<file path="config.mk">
export PLATFORM = sky130hd
export DESIGN_NAME = exec_unit_flat
export DESIGN_NICKNAME = d
export VERILOG_FILES = /design/src/rtl/exec_unit_if.sv /design/src/rtl/exec_unit.sv /design/src/flat_wrapper.sv
export SDC_FILE = /design/constraint.sdc
export NUM_CORES = 1
export LEC_CHECK = 0
export CORE_ASPECT_RATIO = 0.5
export CORE_UTILIZATION = 50
export CTS_CLUSTER_DIAMETER = 120
export DETAILED_ROUTE_END_ITERATION = 10
export GPL_TIMING_DRIVEN = 0
export PLACE_DENSITY = 0.7
export SLEW_MARGIN = 20
export SYNTH_ARGS = -nofsm -noshare
export SYNTH_HDL_FRONTEND = slang
export SYNTH_SLANG_ARGS = --single-unit
export TNS_END_PERCENT = 1
</file>
<file path="constraint.sdc">
create_clock -name clock -period 4.05 [get_ports clock]
set_input_delay 0.81 -clock clock [delete_from_list [all_inputs] [get_ports clock]]
set_output_delay 0.81 -clock clock [all_outputs]
set_load 0.02 [all_outputs]
</file>
<file path="src/rtl/exec_unit_if.sv">
// Issue/write-back bundle between control, register file ports and exec_unit.
// master = issuing control side, slave = execute stage.
interface exec_unit_if #(
  parameter int DATA_W = 8,
  parameter int ADDR_W = 3
);
  logic              start;
  logic [2:0]        op;
  logic [DATA_W-1:0] rs1_data;
  logic [DATA_W-1:0] rs2_data;
  logic [ADDR_W-1:0] dest;
  logic              busy;
  logic              we;
  logic [ADDR_W-1:0] a3;
  logic [DATA_W-1:0] wd1;
  logic              zero;
  logic              carry;

  modport master (
    output start, op, rs1_data, rs2_data, dest,
    input  busy, we, a3, wd1, zero, carry
  );
  modport slave (
    input  start, op, rs1_data, rs2_data, dest,
    output busy, we, a3, wd1, zero, carry
  );
endinterface

</file>
<file path="src/rtl/exec_unit.sv">
// Execute stage: single-cycle logic/arith/shift ops, iterative shift-add MUL,
// drives register file write-back (wd1/a3/we) and zero/carry flags.
module exec_unit #(
  parameter int DATA_W = 8,
  parameter int ADDR_W = 3
) (
  input  logic        clock,
  input  logic        reset,
  exec_unit_if.slave  eif
);
  localparam int CNT_W = $clog2(DATA_W);
  localparam logic [CNT_W-1:0] LAST = CNT_W'(DATA_W - 1);

  localparam logic [2:0] OP_ADD = 3'b000, OP_SUB = 3'b001, OP_AND = 3'b010,
                         OP_OR  = 3'b011, OP_XOR = 3'b100, OP_SHL = 3'b101,
                         OP_SHR = 3'b110, OP_MUL = 3'b111;

  typedef enum logic {IDLE, MUL} state_t;

  state_t              state;
  logic [2*DATA_W-1:0] acc, mcand, acc_next;
  logic [DATA_W-1:0]   mplier;
  logic [ADDR_W-1:0]   mdest;
  logic [CNT_W-1:0]    cnt;
  logic [DATA_W-1:0]   alu_res;
  logic                alu_c;

  always_comb begin
    alu_res = '0;
    alu_c   = 1'b0;
    case (eif.op)
      OP_ADD: {alu_c, alu_res} = {1'b0, eif.rs1_data} + {1'b0, eif.rs2_data};
      OP_SUB: begin
        alu_res = eif.rs1_data - eif.rs2_data;
        alu_c   = eif.rs1_data < eif.rs2_data;
      end
      OP_AND: alu_res = eif.rs1_data & eif.rs2_data;
      OP_OR:  alu_res = eif.rs1_data | eif.rs2_data;
      OP_XOR: alu_res = eif.rs1_data ^ eif.rs2_data;
      OP_SHL: {alu_c, alu_res} = {eif.rs1_data, 1'b0};
      OP_SHR: begin
        alu_res = {1'b0, eif.rs1_data[DATA_W-1:1]};
        alu_c   = eif.rs1_data[0];
      end
      default: ;
    endcase
  end

  // One partial product per cycle, selected by the multiplier bit at cnt
  assign acc_next = acc + (mplier[cnt] ? (mcand << cnt) : '0);

  always_ff @(posedge clock) begin
    if (reset) begin
      state     <= IDLE;
      eif.busy  <= 1'b0;
      eif.we    <= 1'b0;
      eif.a3    <= '0;
      eif.wd1   <= '0;
      eif.zero  <= 1'b0;
      eif.carry <= 1'b0;
      acc       <= '0;
      mcand     <= '0;
      mplier    <= '0;
      mdest     <= '0;
      cnt       <= '0;
    end else begin
      eif.we <= 1'b0;
      case (state)
        IDLE: if (eif.start) begin
          if (eif.op == OP_MUL) begin
            mcand    <= {{DATA_W{1'b0}}, eif.rs1_data};
            mplier   <= eif.rs2_data;
            mdest    <= eif.dest;
            acc      <= '0;
            cnt      <= '0;
            eif.busy <= 1'b1;
            state    <= MUL;
          end else begin
            eif.wd1   <= alu_res;
            eif.a3    <= eif.dest;
            eif.we    <= 1'b1;
            eif.zero  <= (alu_res == '0);
            eif.carry <= alu_c;
          end
        end
        MUL: begin
          acc <= acc_next;
          cnt <= cnt + 1'b1;
          // Final iteration writes back directly so we lands right as busy drops
          if (cnt == LAST) begin
            eif.wd1   <= acc_next[DATA_W-1:0];
            eif.a3    <= mdest;
            eif.we    <= 1'b1;
            eif.zero  <= (acc_next[DATA_W-1:0] == '0);
            eif.carry <= |acc_next[2*DATA_W-1:DATA_W];
            eif.busy  <= 1'b0;
            state     <= IDLE;
          end
        end
        default: state <= IDLE;
      endcase
    end
  end
endmodule

</file>
<file path="src/flat_wrapper.sv">
// flat-port wrapper written by rule: the top's interface ports become plain ports
module exec_unit_flat 
#(
  parameter int DATA_W = 8,
  parameter int ADDR_W = 3
)
  (clock, reset, eif_start, eif_op, eif_rs1_data, eif_rs2_data, eif_dest, eif_busy, eif_we, eif_a3, eif_wd1, eif_zero, eif_carry);
  exec_unit_if #(.DATA_W(DATA_W), .ADDR_W(ADDR_W)) eif_i ();
  input  logic clock;
  input  logic reset;
  input wire logic [$bits(eif_i.start)-1:0] eif_start;
  input wire logic [$bits(eif_i.op)-1:0] eif_op;
  input wire logic [$bits(eif_i.rs1_data)-1:0] eif_rs1_data;
  input wire logic [$bits(eif_i.rs2_data)-1:0] eif_rs2_data;
  input wire logic [$bits(eif_i.dest)-1:0] eif_dest;
  output wire logic [$bits(eif_i.busy)-1:0] eif_busy;
  output wire logic [$bits(eif_i.we)-1:0] eif_we;
  output wire logic [$bits(eif_i.a3)-1:0] eif_a3;
  output wire logic [$bits(eif_i.wd1)-1:0] eif_wd1;
  output wire logic [$bits(eif_i.zero)-1:0] eif_zero;
  output wire logic [$bits(eif_i.carry)-1:0] eif_carry;
  assign eif_i.start = eif_start;
  assign eif_i.op = eif_op;
  assign eif_i.rs1_data = eif_rs1_data;
  assign eif_i.rs2_data = eif_rs2_data;
  assign eif_i.dest = eif_dest;
  assign eif_busy = eif_i.busy;
  assign eif_we = eif_i.we;
  assign eif_a3 = eif_i.a3;
  assign eif_wd1 = eif_i.wd1;
  assign eif_zero = eif_i.zero;
  assign eif_carry = eif_i.carry;
  exec_unit #(.DATA_W(DATA_W), .ADDR_W(ADDR_W)) u_core (.clock(clock), .reset(reset), .eif(eif_i));
endmodule
</file>
==> flow_results.xml <==
<?xml version="1.0" encoding="UTF-8"?>
<metrics>
  <group name="cts">
    <metric name="cts_tree" unit="">yes</metric>
    <metric name="clock-root-buffer" unit="">clkbuf_16</metric>
    <metric name="clock_sinks" unit="">54</metric>
    <metric name="path_clk_slew" unit="ns">0.08</metric>
    <metric name="cts-buffers-inserted" unit="">5</metric>
    <metric name="cts_hold_repair.buffers" unit="">0</metric>
    <metric name="cts-htree-levels" unit="">2</metric>
    <metric name="clock_latency_on_the_worst_skew_pair" unit="ns">0.30</metric>
    <metric name="cts-root-to-sink-buffers" unit="">2</metric>
  </group>
  <group name="pwr">
    <metric name="vdd_ir_drop_max" unit="mV">0.193</metric>
    <metric name="cellPowerDensity" unit="nW/um2">255</metric>
    <metric name="cellLeakagePower" unit="nW">2.12</metric>
  </group>
  <group name="setup_path">
    <metric name="critPathLaunchType" unit="">register</metric>
    <metric name="required" unit="ns">4.22</metric>
    <metric name="regToRegSetupSlack" unit="ns">0.19</metric>
    <metric name="r2r_end" unit="">u_core.eif.carry</metric>
    <metric name="critical_path.reg2reg.startpoint" unit="">u_core.cnt[0]</metric>
    <metric name="criticalPathCategory" unit="">register to register</metric>
    <metric name="timing.critical_path.arrival" unit="ns">4.03</metric>
    <metric name="end_kind" unit="">register</metric>
    <metric name="cp_max_fo" unit="">8</metric>
    <metric name="timing.reg2reg.worst_path_depth" unit="">13</metric>
  </group>
  <group name="detailed_routing">
    <metric name="routed_wire_length_per_instance" unit="um">17.1</metric>
    <metric name="detail-route-antenna-nets" unit="">0</metric>
    <metric name="routed-via-count" unit="">4570</metric>
    <metric name="routed_wirelength" unit="um">13100</metric>
    <metric name="drcViolationCount" unit="">0</metric>
    <metric name="vias_per_cell" unit="">5.94</metric>
    <metric name="drt-initial-drc-count" unit="">381</metric>
    <metric name="detail_route.first_pass.iterations" unit="">5</metric>
  </group>
  <group name="global_routing">
    <metric name="global_route.overflow_total" unit="">0</metric>
    <metric name="globalRouteTotalUtil" unit="%">28.3</metric>
    <metric name="largest_net_degree_at_the_start_of_global_routing" unit="">19</metric>
    <metric name="grt_first_pass_wirelength" unit="um">20900</metric>
    <metric name="grt_pass1_vias" unit="">4080</metric>
    <metric name="grt_antenna_before_repair" unit="">0</metric>
  </group>
  <group name="sta">
    <metric name="tightest_slew" unit="ns">1.05</metric>
    <metric name="slew-limit-headroom" unit="%">30.2</metric>
    <metric name="final_min_period_over_clock_period" unit="%">95.2</metric>
    <metric name="fin_worst_skew" unit="ns">0.00755</metric>
    <metric name="endpoints_failing_setup" unit="">0</metric>
    <metric name="min_period" unit="ns">3.86</metric>
    <metric name="hold_viol" unit="">0</metric>
    <metric name="fmaxAchievable" unit="MHz">259</metric>
    <metric name="final_max_slew_viol_count" unit="">0</metric>
    <metric name="grt_setup_unrepaired" unit="">no</metric>
  </group>
  <group name="placed_design">
    <metric name="place_area" unit="um2">5050</metric>
    <metric name="io_buffers" unit="">39</metric>
    <metric name="number_of_placed_instances_with_taps_included" unit="">761</metric>
    <metric name="routabilityCongestion" unit="">0.918</metric>
    <metric name="dpl.hpwl" unit="um">10100</metric>
  </group>
  <group name="synth">
    <metric name="syn_nets" unit="">676</metric>
    <metric name="synth_area_leaders" unit="">dfxtp_1 (24%), ha_1 (12%), nand2_1 (7.1%), a21oi_1 (6.9%), nor2_1 (5.6%)</metric>
    <metric name="post-synth-top-area-fraction" unit="%">23.9</metric>
    <metric name="ys.warnings.count" unit="">0</metric>
    <metric name="post_synth_inst_count" unit="">605</metric>
    <metric name="synth_area_leader_cell" unit="">dfxtp_1</metric>
    <metric name="synth_enable_flop_cells" unit="">0</metric>
    <metric name="synth.avg_cell_area" unit="um2">7.47</metric>
    <metric name="ys_seq_elements" unit="">54</metric>
    <metric name="asyncSetResetFlopFracSynth" unit="%">0</metric>
    <metric name="post_synthesis_instance_area" unit="um2">4520</metric>
    <metric name="synth_flop_type" unit="">dfxtp_1</metric>
    <metric name="netlist-cell-type-count" unit="">65</metric>
    <metric name="synth.yosys.seq_area_share" unit="%">23.9</metric>
  </group>
  <group name="worst_hold_path">
    <metric name="worstHoldPathType" unit="">register to register</metric>
    <metric name="whs_path_depth" unit="">2</metric>
    <metric name="min-delay-start" unit="">u_core.mplier[2]</metric>
    <metric name="worstHoldEndpoint" unit="">u_core.mplier[2]</metric>
  </group>
  <group name="final_layout">
    <metric name="number_of_diodes_added_for_antenna_fixing" unit="">0</metric>
    <metric name="mostFrequentLayoutCells" unit="">nand2_1 (84), nor2_1 (67), a21oi_1 (62), dfxtp_1 (54), ha_1 (43)</metric>
    <metric name="layout-drive-gt1-share" unit="%">5.67</metric>
    <metric name="fin_area" unit="um2">5240</metric>
    <metric name="flow.area_growth_from_synthesis" unit="%">16.0</metric>
    <metric name="layout_net_count" unit="">722</metric>
    <metric name="layout_commonest_cell" unit="">nand2_1</metric>
    <metric name="final_cells" unit="">769</metric>
  </group>
  <group name="floorplanning">
    <metric name="coreArea" unit="um2">8740</metric>
    <metric name="die-width" unit="um">136</metric>
    <metric name="num_rows" unit="">24</metric>
    <metric name="effective_utilization_at_floorplan" unit="%">51.7</metric>
    <metric name="die_height" unit="um">69.2</metric>
    <metric name="num_io_pins" unit="">40</metric>
    <metric name="fp.dieArea" unit="um2">9440</metric>
  </group>
  <group name="flow_run">
    <metric name="max_cap_violations" unit="">0</metric>
  </group>
  <group name="outcome">
    <metric name="status" unit="">complete, no violations</metric>
  </group>
</metrics>
synthesized netlist by cell type (5+ instances only):
library cell and instances:
a211oi_1 11, a21o_1 10, a21oi_1 62, a22oi_1 11, a311oi_1 5, a31oi_1 6
buf_2 7, clkbuf_1 27, dfxtp_1 54, ha_1 43, inv_1 29, mux2i_1 16
nand2_1 85, nand2b_1 8, nand3_1 7, nand3b_1 7, nor2_1 67, nor2b_1 10
nor3_1 8, o211ai_1 8, o21ai_0 25, o21bai_1 5, xnor2_1 8, xor2_1 6
cell type report:
| type | instances | area, um2 |
|---|---|---|
| clock buffer | 5 | 125 |
| tap | 117 | 146 |
| clock inverter | 3 | 26.3 |
| sequential | 54 | 1080 |
| inverter | 30 | 113 |
| timing repair buffer | 40 | 398 |
| fill | 846 | 3500 |
| multi-input combinational | 484 | 3200 |
| buffer | 36 | 154 |
layer usage:
metal	global-route usage, %	vias to the layer above	routed length, um
met5	0	-	0
met4	4.57	0	116
met3	3.36	9	845
met2	43.9	176	5820
met1	42.3	2139	6360
li1	-	2246	-
sequential cells by signal, summed over array words and instances (netlist names), 3 cells and up:
register,count
u_core.eif.wd1,8
u_core.cnt,3
u_core.mcand,8
u_core.mdest,3
u_core.acc,16
u_core.mplier,8
u_core.eif.a3,3
power breakdown:
part / leakage [nW] / switching (mW) / internal (mW)
Clock: 0.0740 / 0.216 / 0.233
Sequential: 0.438 / 0.0100 / 0.547
Combinational: 1.61 / 0.193 / 0.135
Total: 2.12 / 0.418 / 0.915
worst max-delay path, cell delays in order, from the launching register on:
cell and delay, ns:
dfxtp_1 0.36, clkbuf_4 0.23, mux4_2 0.59, nand2_2 0.14, nor2_1 0.06, ha_1 0.21, fa_1 0.45, a211oi_2 0.24
o21ai_0 0.17, nand4_1 0.19, nand3b_1 0.22, or4b_2 0.68, nand3_1 0.11, a31oi_1 0.08
metrics by stage:
| step | util [%] | total power [mW] | hold WS, ns | setup TNS (ns) | worst slack (ns) |
|---|---|---|---|---|---|
| 5_1_grt | 60.0 | 1.39 | 0.480 | 0 | 0.0140 |
| 6_report | 60.0 | 1.33 | 0.459 | 0 | 0.194 |
| 4_1_cts | 59.7 | 1.33 | 0.461 | 0 | 0.0104 |
| 3_5_place_dp | 57.8 | 0.889 | 0.450 | -0.808 | -0.329 |
| 3_3_place_gp | 57.8 | 0.887 | 0.440 | -0.726 | -0.305 |
| 2_1_floorplan | - | 0.768 | 0.433 | 0 | 0.421 |
worst max-delay path by stage:
stage	cells past startpoint	startpoint	endpoint	slack (ns)
2_1_floorplan	14	u_core.cnt[0]	u_core.eif.carry	0.42
3_3_place_gp	14	u_core.cnt[0]	u_core.eif.carry	-0.30
3_5_place_dp	14	u_core.cnt[0]	u_core.eif.carry	-0.33
4_1_cts	14	u_core.cnt[1]	u_core.eif.carry	0.01
5_1_grt	13	u_core.cnt[0]	u_core.eif.carry	0.01
6_report	13	u_core.cnt[0]	u_core.eif.carry	0.19
cells by family (layout without fill, tap and decap cells):
family / after synthesis / after routing / synth area share (%)
fa+ha+maj: 46 / 46 / 13.2
mux: 22 / 22 / 5.54
flops: 54 / 54 / 23.9
buf+inv: 67 / 114 / 5.84
simple gates: 221 / 221 / 22.5
compound gates: 181 / 181 / 26.2
xor+xnor: 14 / 14 / 2.71
timing repair:
item,in CTS,in global routing
endpoints found under the setup margin,6,8
setup buffers,0,1
resized for setup,2,10
pin swaps,1,1
Power figures use the tool's default switching activity.
